--- config.mk ---
export PLATFORM = sky130hd
export DESIGN_NAME = scan_sequencer
export DESIGN_NICKNAME = d
export VERILOG_FILES = /design/src/rtl/scan_pkg.sv /design/src/rtl/tick_divider.sv /design/src/rtl/scan_sequencer.sv
export SDC_FILE = /design/constraint.sdc
export NUM_CORES = 1
export LEC_CHECK = 0
export ABC_AREA = 1
export BUFFER_PORTS_ARGS = -buffer_cell sky130_fd_sc_hd__clkbuf_2
export CORE_MARGIN = 2
export CORE_UTILIZATION = 50
export CTS_BUF_LIST = sky130_fd_sc_hd__clkbuf_8
export DETAILED_ROUTE_END_ITERATION = 8
export PLACE_DENSITY = 0.8
export RECOVER_POWER = 50
export SLEW_MARGIN = 15
export SYNTH_ARGS = -nofsm -noshare
export SYNTH_HDL_FRONTEND = slang
export SYNTH_SLANG_ARGS = --single-unit
--- constraint.sdc ---
create_clock -name clk -period 1.3 [get_ports clk]
set_clock_uncertainty 0.05 [all_clocks]
set_input_delay 0.26 -clock clk [delete_from_list [all_inputs] [get_ports clk]]
set_output_delay 0.26 -clock clk [all_outputs]
set_load 0.005 [all_outputs]
--- src/rtl/scan_pkg.sv ---
// Shared encodings and the index stepping rule for the scan sequencer.
// The stepping rule lives here so the sequencer reads as pure control flow.
package scan_pkg;

    typedef enum logic [1:0] {
        MODE_UP     = 2'b00,
        MODE_DOWN   = 2'b01,
        MODE_BOUNCE = 2'b10
    } mode_e;

    typedef enum logic {
        ST_IDLE = 1'b0,
        ST_RUN  = 1'b1
    } state_e;

    typedef struct packed {
        logic [2:0] idx;
        logic       dir_up;
        logic       wrap;
    } step_t;

    localparam logic [2:0] IDX_MIN = 3'd0;
    localparam logic [2:0] IDX_MAX = 3'd7;

    // Next index/direction for one step; mode 11 falls through to counting up.
    function automatic step_t next_step(input logic [2:0] idx,
                                        input logic       dir_up,
                                        input logic [1:0] mode);
        step_t r;
        r.idx    = idx;
        r.dir_up = dir_up;
        r.wrap   = 1'b0;
        case (mode)
            MODE_DOWN: begin
                r.idx  = idx - 3'd1;
                r.wrap = (idx == IDX_MIN);
            end
            MODE_BOUNCE: begin
                if (dir_up) begin
                    if (idx == IDX_MAX) begin
                        r.idx    = idx - 3'd1;
                        r.dir_up = 1'b0;
                    end else begin
                        r.idx = idx + 3'd1;
                    end
                end else begin
                    if (idx == IDX_MIN) begin
                        r.idx    = idx + 3'd1;
                        r.dir_up = 1'b1;
                    end else begin
                        r.idx  = idx - 3'd1;
                        r.wrap = (idx == 3'd1);
                    end
                end
            end
            // NOTE: every path assigns every field (defaults above plus a
            // default branch), so this logic can never infer a latch.
            default: begin
                r.idx  = idx + 3'd1;
                r.wrap = (idx == IDX_MAX);
            end
        endcase
        return r;
    endfunction

endpackage

--- src/rtl/tick_divider.sv ---
// Prescaler: down-counter that ticks once every div+1 enabled cycles.
// reload restarts the period from div; div is only sampled on reload or wrap.
module tick_divider
    import scan_pkg::*;
#(
    parameter int DIV_W = 8
) (
    input  logic             clk,
    input  logic             rst_n,
    input  logic             en,
    input  logic             reload,
    input  logic [DIV_W-1:0] div,
    output logic             tick
);

    logic [DIV_W-1:0] count_q;

    assign tick = en && !reload && (count_q == '0);

    // NOTE: sequential state uses non-blocking assignments so every flop
    // samples pre-edge values regardless of statement order.
    always_ff @(posedge clk or negedge rst_n) begin
        if (!rst_n) begin
            count_q <= '0;
        end else if (reload) begin
            count_q <= div;
        end else if (en) begin
            if (count_q == '0) begin
                count_q <= div;
            end else begin
                count_q <= count_q - DIV_W'(1);
            end
        end
    end

endmodule

--- src/rtl/scan_sequencer.sv ---
// 3-bit scan index sequencer (up/down/bounce) driving a 3-to-8 decoder select.
// All outputs come straight from flops; the prescaler sets the step rate.
module scan_sequencer
    import scan_pkg::*;
#(
    parameter int DIV_W = 8
) (
    input  logic             clk,
    input  logic             rst_n,
    input  logic             start,
    input  logic             stop,
    input  logic             oneshot,
    input  logic [1:0]       mode,
    input  logic             load,
    input  logic [2:0]       load_val,
    input  logic [DIV_W-1:0] div,
    output logic             A2,
    output logic             A1,
    output logic             A0,
    output logic             step,
    output logic             wrap,
    output logic             busy
);

    state_e     state_q;
    logic [2:0] index_q;
    logic       dir_up_q;
    logic       oneshot_q;
    logic       step_q;
    logic       wrap_q;

    logic       start_ok;
    logic       reload;
    logic       tick;
    step_t      nxt;

    assign start_ok = (state_q == ST_IDLE) && start && !stop;
    assign reload   = load || start_ok;
    assign nxt      = next_step(index_q, dir_up_q, mode);

    tick_divider #(
        .DIV_W (DIV_W)
    ) u_div (
        .clk    (clk),
        .rst_n  (rst_n),
        .en     (state_q == ST_RUN),
        .reload (reload),
        .div    (div),
        .tick   (tick)
    );

    always_ff @(posedge clk or negedge rst_n) begin
        if (!rst_n) begin
            state_q   <= ST_IDLE;
            index_q   <= IDX_MIN;
            dir_up_q  <= 1'b1;
            oneshot_q <= 1'b0;
            step_q    <= 1'b0;
            wrap_q    <= 1'b0;
        end else begin
            step_q <= 1'b0;
            wrap_q <= 1'b0;
            if (load) begin
                // Load wins over a due step; a coinciding stop still halts.
                index_q  <= load_val;
                dir_up_q <= 1'b1;
                if (stop) begin
                    state_q <= ST_IDLE;
                end
            end else begin
                case (state_q)
                    ST_IDLE: begin
                        if (start_ok) begin
                            state_q   <= ST_RUN;
                            oneshot_q <= oneshot;
                        end
                    end
                    ST_RUN: begin
                        if (stop) begin
                            state_q <= ST_IDLE;
                        end else if (tick) begin
                            index_q  <= nxt.idx;
                            dir_up_q <= nxt.dir_up;
                            step_q   <= 1'b1;
                            wrap_q   <= nxt.wrap;
                            if (nxt.wrap && oneshot_q) begin
                                state_q <= ST_IDLE;
                            end
                        end
                    end
                    default: state_q <= ST_IDLE;
                endcase
            end
        end
    end

    assign A2   = index_q[2];
    assign A1   = index_q[1];
    assign A0   = index_q[0];
    assign step = step_q;
    assign wrap = wrap_q;
    assign busy = (state_q == ST_RUN);

endmodule

==> results.md <==
- Register area: 402 µm²
- Async S/R FF share, synth: 100%
- Gr ovfl total: 0
- P per Cell Area: 1100 mW/mm²
- Status: finished with violations
- Global placement routability congestion: 0.893
- Total CTS buffers: 3
- Critical Path AT: 1640 ps
- Most frequent cells in the layout: nand2_1 (44), buf_4 (31), clkbuf_2 (24), inv_1 (17), dfrtp_1 (15)
- Via count: 1,382
- Detailed Routing Iterations Pass 1: 4
- Final min period: 1540 ps
- Hold Startpoint: load_val[0]
- Multi-input gate area: 792 µm²
- Layout Nets: 260
- Sequential area share after synthesis: 34.4%
- ANT cells: 0
- Clock Tree Root: clkbuf_8
- Main synth FF type: dfrtp_1
- IO buf count: 24
- FMAX: 648 MHz
- Initial antenna violation count: 0
- Failing checks: negative setup slack
- Core Region: 0.00221 mm²
- Setup crit start kind: flop
- Post-Syn Instances: 168
- Residual DRC: 0
- Crit Path Class: reg2reg
- Slew HR: 70.5%
- Critical path endpoint category: flop
- Vias per std cell: 5.34
- Synth top area share: 32.2%
- Final worst slack: -242 ps
- Hold Worst Slack: 162 ps
- Vias in the first global route: 1,399
- FILL cells: 142
- Global-route wire length before repair: 5.83 mm
- Endpoints failing setup: 14
- H-tree depth: 1
- Unrepaired setup endpoints after global routing: true
- Synth Register Bits: 16
- Die ar.: 0.00274 mm²
- Slew Limit Fails: 0
- Routed length per instance: 14.4 µm
- Largest net degree at the start of global routing: 17
- CTS tree: yes
- Worst VDD drop: 0.884 mV
- Hold Crit Class: in2reg
- Syn_area_per_cell: 6.95 µm²
- Clock-pin transition on the worst setup and hold timing paths: 60 ps
- DIE WIDTH: 52.3 µm
- Hold Vio Cnt, Final: 0
- Post-synth EDFFs: 0
- GRT Total Usage: 29.4%
- Area leader, netlist: dfrtp_1
- Ports: 25
- Area delta synth->final: 53.8%
- Number of max-cap violations: 0
- Initial Utilization: 52.8%
- Final Cycle Share: 119%
- WL final: 3.74 mm
- Top post-synthesis cells by area: dfrtp_1 (32%), nand2_1 (17%), ha_1 (9.6%)
- Setup slack, reg-to-reg: -240 ps
- CP max FO: 4
- Syn Nets: 196
- Die extent in y: 52.3 µm
- DPL Wire Length: 2.34 mm
- Crit path from: index_q[0]
- Placed Area: 0.00153 mm²
- Num rows: 17
- Clock sink count: 16
- Post-place setup slack: -207 ps
- Ratio of cells with drive above 1 in the final layout: 47.6%
- Final instance area: 0.00180 mm²
- Worst r2r src: index_q[0]
- Worst-Margin Slew: 442 ps
- Post-synth cell types: 25
- Commonest non-fill, non-tap cell in the layout: nand2_1
- Worst-Skew Late Latency: 260 ps
- Antenna-violating nets left: 0
- Synth warn: 0
- Max clock buf depth: 2
- Critical Path RT: 1400 ps
- Detailed Route Iter0 Violations: 37
- Synth Cell Area: 0.00117 mm²
- Leakage power total: 0.936 nW
-- through the flow --
stage | TNS (ps) | power [W] | std cells | utilization, %
after detailed placement | -2350 | 0.00133 | 245 | 69.2
after CTS | -1700 | 0.00191 | 258 | 79.5
after global routing | -3360 | 0.00208 | 259 | 81.2
after global placement | -1480 | 0.00130 | 245 | 69.2
after floorplan | -724 | 0.00102 | 168 | -
final | -2110 | 0.00197 | 259 | 81.2
-- power breakdown --
group | internal (W) | total (W) | switching (W)
clock | 0.000269 | 0.000449 | 0.000179
sequential | 0.000578 | 0.000647 | 0.0000688
combinational | 0.000414 | 0.000873 | 0.000458
total | 0.00126 | 0.00197 | 0.000707
-- layout make-up --
cell class	count	share of cell area (%)
Multi-Input combinational cell	124	44.1
Sequential cell	16	22.4
Timing Repair Buffer	59	22.1
Inverter	27	6.13
Clock buffer	4	3.07
Tap cell	28	1.95
Timing Repair inverter	1	0.279
-- path summary, 6_finish.rpt --
check / to / cells past startpoint
min reg2reg: dir_up_q / 2
min: index_q[0] / 3
max: index_q[1] / 12
min in group asynchronous: index_q[1] / 2
max in group asynchronous: dir_up_q / 2
max reg2reg: index_q[1] / 12
-- synthesized netlist by cell type, drive strengths merged, types with 2 or more instances --
cell type and n:
buf 2, nor2 16, ha 9, xor2 2, a21oi 3, inv 27, dfrtp 15, nand2 55
o21ai 20, nor3 2, nand3 10
-- flip-flops by register name, summed over array words and instances (netlist names) --
register	cells
oneshot_q	1
u_div.count_q	8
step	1
busy	1
index_q	3
dir_up_q	1
wrap	1
-- critical path, stage by stage (launching register included) --
cell	delay, ps
dfrtp_1	420
ha_2	220
ha_4	160
inv_2	60
nand2_2	50
nand2_2	80
nand2_2	50
nand2_1	70
nand2_1	70
nand2_1	70
nand2_1	50
nand2_1	50
nand2_1	50
-- layer usage --
metal / track usage [%] / routed length [µm]
met1: 30.9 / 1460
met2: 56.9 / 2000
met3: 5.71 / 181
met4: 10.3 / 99
met5: 0 / 0
-- cells by family (layout without fill, tap and decap cells) --
logic type                 after synthesis  in the layout  share of synthesized area [%]
adders and majority gates                9              9                           9.65
DFF                                     16             16                           34.4
AOI/OAI and AO/OA                       27             27                           12.5
and+or+nand+nor                         84             85                           31.1
xor gates and xnor gates                 3              3                           2.25
buffers and inverters                   29             91                           10.1
-- timing repair --
action / CTS / global route
setup endpoints to repair: 15 / 15
pin swaps: 14 / 6
gates resized for setup: 32 / 12
gates cloned: 2 / 0
hold buffers: 1 / 0
hold endpoints to repair: 15 / 0
setup buffers: 6 / 1
Note: power is estimated with default switching activity, not from simulation.
